$ cat config.mk
export PLATFORM = sky130hd
export DESIGN_NAME = mem_stream_reader
export DESIGN_NICKNAME = d
export VERILOG_FILES = /design/src/rtl/mem_stream_reader_pkg.sv /design/src/rtl/mem_stream_reader_sync_fifo.sv /design/src/rtl/mem_stream_reader.sv
export SDC_FILE = /design/constraint.sdc
export NUM_CORES = 1
export LEC_CHECK = 0
export CORE_MARGIN = 4
export CORE_UTILIZATION = 35
export DETAILED_ROUTE_END_ITERATION = 10
export GPL_TIMING_DRIVEN = 0
export PLACE_DENSITY = 0.66
export REMOVE_ABC_BUFFERS = 1
export SLEW_MARGIN = 20
export SYNTH_ARGS = -nofsm -noshare
export SYNTH_HDL_FRONTEND = slang
export SYNTH_SLANG_ARGS = --single-unit
$ cat constraint.sdc
create_clock -name clk -period 2.85 [get_ports clk]
set_input_delay 0.57 -clock clk [delete_from_list [all_inputs] [get_ports clk]]
set_output_delay 0.57 -clock clk [all_outputs]
set_load 0.02 [all_outputs]
$ cat src/rtl/mem_stream_reader_pkg.sv
// mem_stream_reader_pkg: shared state type and width helpers for the stream reader
package mem_stream_reader_pkg;
  typedef enum logic [1:0] {IDLE, READ, DRAIN} state_t;
  function automatic int addr_w(input int d);
    return (d > 1) ? $clog2(d) : 1;
  endfunction
  function automatic int cnt_w(input int d);
    return $clog2(d) + 1;
  endfunction
endpackage

$ cat src/rtl/mem_stream_reader_sync_fifo.sv
// sync_fifo: power-of-two synchronous FIFO with occupancy count and active-low sync reset
module sync_fifo
  import mem_stream_reader_pkg::*;
#(
  parameter int width = 33,
  parameter int depth = 4,
  localparam int AW = addr_w(depth),
  localparam int CW = cnt_w(depth)
) (
  input  logic             clk,
  input  logic             rst,
  input  logic             push,
  input  logic [width-1:0] din,
  input  logic             pop,
  output logic [width-1:0] dout,
  output logic [CW-1:0]    count,
  output logic             empty,
  output logic             full
);
  logic [width-1:0] mem [depth];
  logic [AW-1:0] wp, rp;
  logic do_push, do_pop;
  assign do_push = push & ~full;
  assign do_pop = pop & ~empty;
  assign empty = count == '0;
  assign full = count == CW'(depth);
  assign dout = mem[rp];
  always_ff @(posedge clk)
    if (do_push) mem[wp] <= din;
  always_ff @(posedge clk) begin
    if (!rst) begin
      wp <= '0;
      rp <= '0;
      count <= '0;
    end else begin
      if (do_push) wp <= wp + 1'b1;
      if (do_pop) rp <= rp + 1'b1;
      count <= count + CW'(do_push) - CW'(do_pop);
    end
  end
endmodule

$ cat src/rtl/mem_stream_reader.sv
// mem_stream_reader: sequential memory reader feeding a credit-limited valid/ready stream
module mem_stream_reader
  import mem_stream_reader_pkg::*;
#(
  parameter int width = 32,
  parameter int depth = 256,
  parameter int fifo_depth = 4,
  localparam int AW = addr_w(depth),
  localparam int LW = AW + 1,
  localparam int CW = cnt_w(fifo_depth)
) (
  input  logic             clk,
  input  logic             rst,
  input  logic             start,
  input  logic [AW-1:0]    base_addr,
  input  logic [LW-1:0]    length,
  output logic [AW-1:0]    mem_addr,
  output logic             mem_rd_en,
  input  logic [width-1:0] mem_rdata,
  output logic [width-1:0] m_data,
  output logic             m_valid,
  input  logic             m_ready,
  output logic             m_last,
  output logic             busy,
  output logic             done
);
  localparam logic [CW:0] FD = (CW+1)'(fifo_depth);
  state_t state, state_n;
  logic [AW-1:0] ptr;
  logic [LW-1:0] rem, len_c;
  logic rd_d, last_d, issue, launch, hs_last;
  logic [CW-1:0] fifo_count;
  logic [CW:0] used;
  logic fifo_empty, fifo_full;
  logic [width:0] fifo_dout;
  assign len_c = (length > LW'(depth)) ? LW'(depth) : length;
  assign launch = state == IDLE && start && len_c != '0;
  // the read returning this cycle already owns a slot, so it is charged against the credit
  assign used = {1'b0, fifo_count} + {{CW{1'b0}}, rd_d};
  assign issue = state == READ && used < FD && !fifo_full;
  assign hs_last = m_valid && m_ready && m_last;
  assign mem_rd_en = issue;
  assign mem_addr = ptr;
  assign busy = state != IDLE;
  assign m_valid = !fifo_empty;
  assign m_data = fifo_dout[width-1:0];
  assign m_last = m_valid && fifo_dout[width];
  always_comb begin
    state_n = state;
    state_n = launch ? READ :
              (state == READ && issue && rem == LW'(1)) ? DRAIN :
              (state == DRAIN && hs_last) ? IDLE : state;
  end
  always_ff @(posedge clk) begin
    if (!rst) begin
      state <= IDLE;
      ptr <= '0;
      rem <= '0;
      rd_d <= 1'b0;
      last_d <= 1'b0;
      done <= 1'b0;
    end else begin
      state <= state_n;
      rd_d <= issue;
      last_d <= issue && rem == LW'(1);
      done <= (state == IDLE && start && len_c == '0) || (state == DRAIN && hs_last);
      if (launch) begin
        ptr <= base_addr;
        rem <= len_c;
      end else if (issue) begin
        ptr <= (ptr == AW'(depth - 1)) ? '0 : ptr + 1'b1;
        rem <= rem - 1'b1;
      end
    end
  end
  sync_fifo #(.width(width + 1), .depth(fifo_depth)) u_fifo (
    .clk(clk),
    .rst(rst),
    .push(rd_d),
    .din({last_d, mem_rdata}),
    .pop(m_valid && m_ready),
    .dout(fifo_dout),
    .count(fifo_count),
    .empty(fifo_empty),
    .full(fifo_full)
  );
endmodule

Word level (Yosys, flattened, before mapping)

Memories as Yosys holds them, arrays and structs flattened. A register that Yosys moved wholly into a read port is not among the register bits.
Index checks and enable logic that the tools add are counted.

Bits in registers: 29
Latch bits: 0
Memories kept: 1
Output and inout bits: 45
Bits of input ports: 53
Memory bits (read-only): 0
Logic and storage cells: 67
Bits in writable memories: 132

$add $sub $neg: 7
Muxes and demuxes: 13
Reductions and logical operators: 24
Multipliers: 0
Bitwise operators: 5
Shift-type cells: 0
Eq/ne operators: 5
Div/mod/pow operators: 0
$lt $le $gt $ge: 2

Memory list:

| memory     | depth | bits a word | rd ports | clocked after Yosys merged registers in | wr ports | line                              | RTL |
|---|---|---|---|---|---|---|---|
| u_fifo.mem | 4     | 33          | 1        | 1                                       | 1        | mem_stream_reader_sync_fifo.sv:20 | `logic [width-1:0] mem [depth];` |

Operator list:

| cell                                                                  | count |
|---|---|
| 9-bit two-way mux                                                     | 3 |
| 8-bit two-way mux                                                     | 3 |
| 1-bit logical AND                                                     | 12 |
| 9-bit by 1-bit equality test with 1-bit output, second input constant | 1 |
| 9-bit > comparator, second input constant                             | 1 |
| 9-bit logical NOT                                                     | 1 |
| 9-bit nonzero test                                                    | 1 |
| 9-bit by 1-bit subtractor with 9-bit output, second input constant    | 1 |
| 8-bit by 1-bit adder with 8-bit output, second input constant         | 1 |
| 8-bit equality test, second input constant                            | 1 |
| 2-bit two-way mux                                                     | 4 |
| 2-bit nonzero test                                                    | 3 |
| 2-bit by 1-bit adder with 2-bit output, second input constant         | 2 |
| 3-bit by 1-bit adder with 4-bit output                                | 1 |
| 4-bit by 3-bit < comparator with 1-bit output, second input constant  | 1 |
| 3-bit by 1-bit adder with 3-bit output                                | 1 |
| 3-bit equality test, second input constant                            | 1 |
| 3-bit logical NOT                                                     | 1 |
| 1-bit two-way mux                                                     | 3 |
| 1-bit inverter                                                        | 3 |
| 3-bit nonzero test                                                    | 1 |
| 3-bit by 1-bit subtractor with 3-bit output                           | 1 |
| 1-bit bitwise AND                                                     | 2 |
| 2-bit by 1-bit equality test with 1-bit output, second input constant | 1 |
| 5 further kinds                                                       | 6 |

Depth between registers and ports, before layout

Depth in word-level cells: 8
Mapped depth: 9
Gate-level depth less buffers: 8

Hierarchy

A second synthesis with hierarchy kept.

Cell total of the unflattened synthesis: 376
Area, all modules: 6,560.0 µm²

By module, submodules not included:

| module            | cells an instance | area each (µm²) | instances |
|---|---|---|---|
| sync_fifo         | 224               | 5,293.8         | 1 |
| mem_stream_reader | 152               | 1,266.2         | 1 |

Worst setup path before layout

OpenSTA, ideal clock, no wires.

Path type: register -> register
Start point: reg u_fifo.count[2]
End point: reg u_fifo.count[2]
Buffers on the path: 1
Path slack: 0.482 ns
Data arrival time: 2.253 ns
Clock period less this slack: 2.368 ns
Required time: 2.735 ns
Cell stages (with the launch flop): 10
Setup time: 0.115 ns
Path through: dfxtp_1 -> or3_1 -> and2_1 -> clkbuf_1 -> ha_1 -> inv_1 -> ha_1 -> fa_1 -> xnor2_1 -> and2_1

Cells in the longest elaborated chain, start to end: 5
Elaborated cells on any way between the ends: 10
Those cells by class: add/sub (2); eq/ne (1); bitwise (4); reduce/logical (3)

RTL lines:

| element                                     | line                              | RTL |
|---|---|---|
| from (decl)                                 | mem_stream_reader_sync_fifo.sv:16 | `output logic [CW-1:0] count,` |
| from (signal assigned)                      | mem_stream_reader_sync_fifo.sv:38 | `count <= count + CW'(do_push) - CW'(do_pop);` |
| 3-bit logical NOT                           | mem_stream_reader_sync_fifo.sv:25 | `assign empty = count == '0;` |
| 1-bit logical NOT                           | mem_stream_reader.sv:45           | `assign m_valid = !fifo_empty;` |
| named net m_valid                           | mem_stream_reader.sv:21           | `output logic m_valid,` |
| 1-bit logical AND                           | mem_stream_reader.sv:81           | `.pop(m_valid && m_ready),` |
| 1-bit bitwise AND                           | mem_stream_reader_sync_fifo.sv:24 | `assign do_pop = pop & ~empty;` |
| named net u_fifo.do_pop                     | mem_stream_reader_sync_fifo.sv:22 | `logic do_push, do_pop;` |
| 3-bit by 1-bit subtractor with 3-bit output | mem_stream_reader_sync_fifo.sv:38 |  |

The timed path passes the listed nets, and every way through them passes these cells.
A chain may end at the register's enable or synchronous reset.

==> impl_metrics.csv <==
group,metric,value,unit
power,internal_power,5010,uW
die,core,18100,um^2
power,power.density,812,nW/um^2
flow_run,cap_violations,0,
yosys,synth_area_per_cell,17.4,um^2
setup_path,critPathKind,"reg -> out",
die,ios,98,
power,pwr-share-comb,26.3,%
setup_path,startpoint_type,"register",
detailed_routing,vias_per_cell,5.15,
global_routing,overflow,0,
timing,clock.fmax,0.362,GHz
final_layout,nets,551,
clock_tree,cts.clk_slew.worst_paths,0.06,ns
final_layout,antenna_cells,0,
clock_tree,clock-sinks,163,
final_layout,fin_util,47.1,%
yosys,synth_edf_count,132,
timing,rsz0062_at_grt,"false",
final_layout,synthToLayoutAreaGrowth,30.9,%
setup_path,r2r_slack,0.49,ns
placed_design,gp_congestion,0.844,
detailed_routing,drt-pass1-iter-count,8,
global_routing,grt_pass1_wl,21100,um
yosys,syn_inst,375,
clock_tree,cts_tree,"done",
yosys,synthTopCellsByArea,"edfxtp_1, mux4_2, dfxtp_1",
detailed_routing,post_drt_wl_per_cell,18.6,um
placed_design,port_buffers,97,
global_routing,grt_usage,13.3,%
timing,setup_viol,0,
setup_path,cp-end-kind,"output pin",
run_status,outcome,"finished, final reports clean",
yosys,synth_top_area_share,60.7,%
detailed_routing,drtAntennaViolNets,0,
final_layout,drive_above_1_share,19.4,%
timing,fin_crit_sh,97.0,%
clock_tree,cts_inserted_buffers,17,
setup_path,required,2.28,ns
timing,worst_pin_slew,0.714,ns
die,start_util,36.0,%
yosys,ys_warn_count,0,
global_routing,grt_max_degree,36,
global_routing,grt_pass1_vias,3991,
placed_design,dp_hpwl,8860,um
detailed_routing,drt_iter0_drc,230,
die,die_y,145,um
clock_tree,cts_max_path_buffers,2,
setup_path,crit_path_cell_trace,"bufbuf_16, mux4_2, clkdlybuf4s50_1",
timing,setup_slack,0.0850,ns
yosys,synthArstFlopShare,0,%
yosys,synth_area,6530,um^2
timing,slew_headroom,52.4,%
timing,hold_viol,0,
hold_path,holdCritPathClass,"reg -> reg",
setup_path,crit_path_top_delay_cell,"clkdlybuf4s50_1",
yosys,synth_cell_type_count,55,
setup_path,crit_arrival,2.19,ns
clock_tree,cts_hold_buf,0,
setup_path,path_max_fanout,13,
yosys,yosysSeqAreaShare,70.2,%
power,power_frac_seq,40.6,%
final_layout,num-fill-cells,1565,
clock_tree,clk_latency,0.42,ns
detailed_routing,via_count,3757,
setup_path,crit_path_end,"m_data[25]",
detailed_routing,route.detailed.drc,0,
power,p_sw,1920,uW
power,pwr-share-clk,33.1,%
setup_path,r2r_cells,8,
detailed_routing,routed_wl,13500,um
setup_path,r2r-start,"u_fifo.count[2]",
yosys,netlist.top_cell.by_area,"edfxtp_1",
placed_design,pre_cts_slack,-0.523,ns
die,placement_rows,49,
timing,skew,0.00913,ns
timing,drv_slew,0,
clock_tree,clock-root-buffer,"clkbuf_16",
power,ir_drop,440,uV
die,die_x,145,um
yosys,ys.flop_type,"edfxtp_1",
global_routing,antenna_found_initial,0,
power,p_leak,0.00283,uW
yosys,synth-seq-cells,163,
power,switching_share,27.8,%
setup_path,r2r_end,"u_fifo.count[2]",
clock_tree,htree_num_levels,4,
setup_path,critPathMaxStageDelay,0.55,ns
die,die-area,20900,um^2
timing,fin_crit,2.76,ns
## cells by family after synthesis
group | synth area share, %
simple gates | 6.88
mux | 11.5
compound gates | 6.29
flops | 70.2
buf+inv | 1.74
xor+xnor | 1.07
fa+ha+maj | 2.22
## layout make-up
type | count | area (um^2) | share of cell area, %
tap | 229 | 287 | 3.35
sequential | 163 | 4590 | 53.7
timing repair buffer | 110 | 1180 | 13.8
clock inverter | 15 | 174 | 2.04
inverter | 11 | 41.3 | 0.483
clock buffer | 17 | 425 | 4.98
multi-input combinational | 184 | 1850 | 21.6
## cells in the final DEF (no fill, tap or decap), types with 5 or more instances in the layout
| master | instances |
|---|---|
| nand2_1 | 12 |
| inv_1 | 10 |
| nand3_1 | 6 |
| mux4_2 | 33 |
| a31oi_1 | 9 |
| buf_4 | 5 |
| clkbuf_16 | 17 |
| buf_12 | 6 |
| inv_6 | 5 |
| and2_1 | 14 |
| a21oi_1 | 11 |
| o21ai_0 | 11 |
| xnor2_1 | 6 |
| dfxtp_1 | 28 |
| clkdlybuf4s50_1 | 94 |
| ha_1 | 10 |
| edfxtp_1 | 132 |
## worst max-delay path, delay by kind of cell (launching register included)
family,cells,cell delay [ns]
buffers and inverters,2,0.87
multiplexers,1,0.52
flip-flops,1,0.39
## power by group through the flow
stage	clock network, uW	logic (uW)	registers (uW)
3_5_place_dp	0	1710	2880
3_3_place_gp	0	1520	3000
2_1_floorplan	0	900	2930
4_1_cts	2370	1850	2810
5_1_grt	2480	1960	2830
6_report	2290	1820	2820
## stage by stage
step                      hold slack (ns)  setup TNS [ns]  total power [uW]  instances  cell area [um^2]
final                               0.488               0              6940        729              8540
after global routing                0.518               0              7270        729              8540
after CTS                           0.492               0              7030        727              8530
after detailed placement            0.479           -1.39              4590        690              7850
after global placement              0.449          -48.34              4520        684              7710
after floorplan                     0.438         -0.0945              3830        358              6450
## cell usage after synthesis, drive strengths merged, types with 6 or more instances
cell / number
edfxtp: 132
mux4: 33
dfxtp: 31
and2: 18
nand2: 12
o21ai: 12
a21oi: 11
inv: 11
clkbuf: 10
ha: 10
a31oi: 9
buf: 7
nand3: 6
xnor2: 6
## worst min path at each step
stage / from / to / slack [ns] / cells past startpoint
final: last_d / u_fifo.mem[1][32] / 0.49 / 0
after global routing: last_d / u_fifo.mem[2][32] / 0.52 / 0
after CTS: last_d / u_fifo.mem[2][32] / 0.49 / 0
after detailed placement: last_d / u_fifo.mem[1][32] / 0.48 / 0
after global placement: last_d / u_fifo.mem[2][32] / 0.45 / 0
after floorplan: last_d / u_fifo.mem[0][32] / 0.44 / 0
## layer usage
layer  GRT usage [%]  share of wire [%]  vias up
met1            16.3                 42     1885
met5               0                  0        -
met4            3.98               0.97        0
met3            4.10                6.0       15
met2            22.8                 51      121
li1                -                  -     1736
## state kept, by name, summed over array words and instances, names as in the netlist, named ones only
name and count:
done 1, last_d 1, mem_addr 8, rd_d 1, rem 9, state 2
u_fifo.count 3, u_fifo.mem 132, u_fifo.rp 2, u_fifo.wp 2
## what timing repair did
item | CTS | global route
pin swaps | 1 | 1
buffers inserted | 4 | 2
resized for setup | 7 | 3
cloned | 1 | 0
setup endpoints to repair | 19 | 1
hold endpoints to repair | 0 | 0
Note: power is estimated with default switching activity, not from simulation.
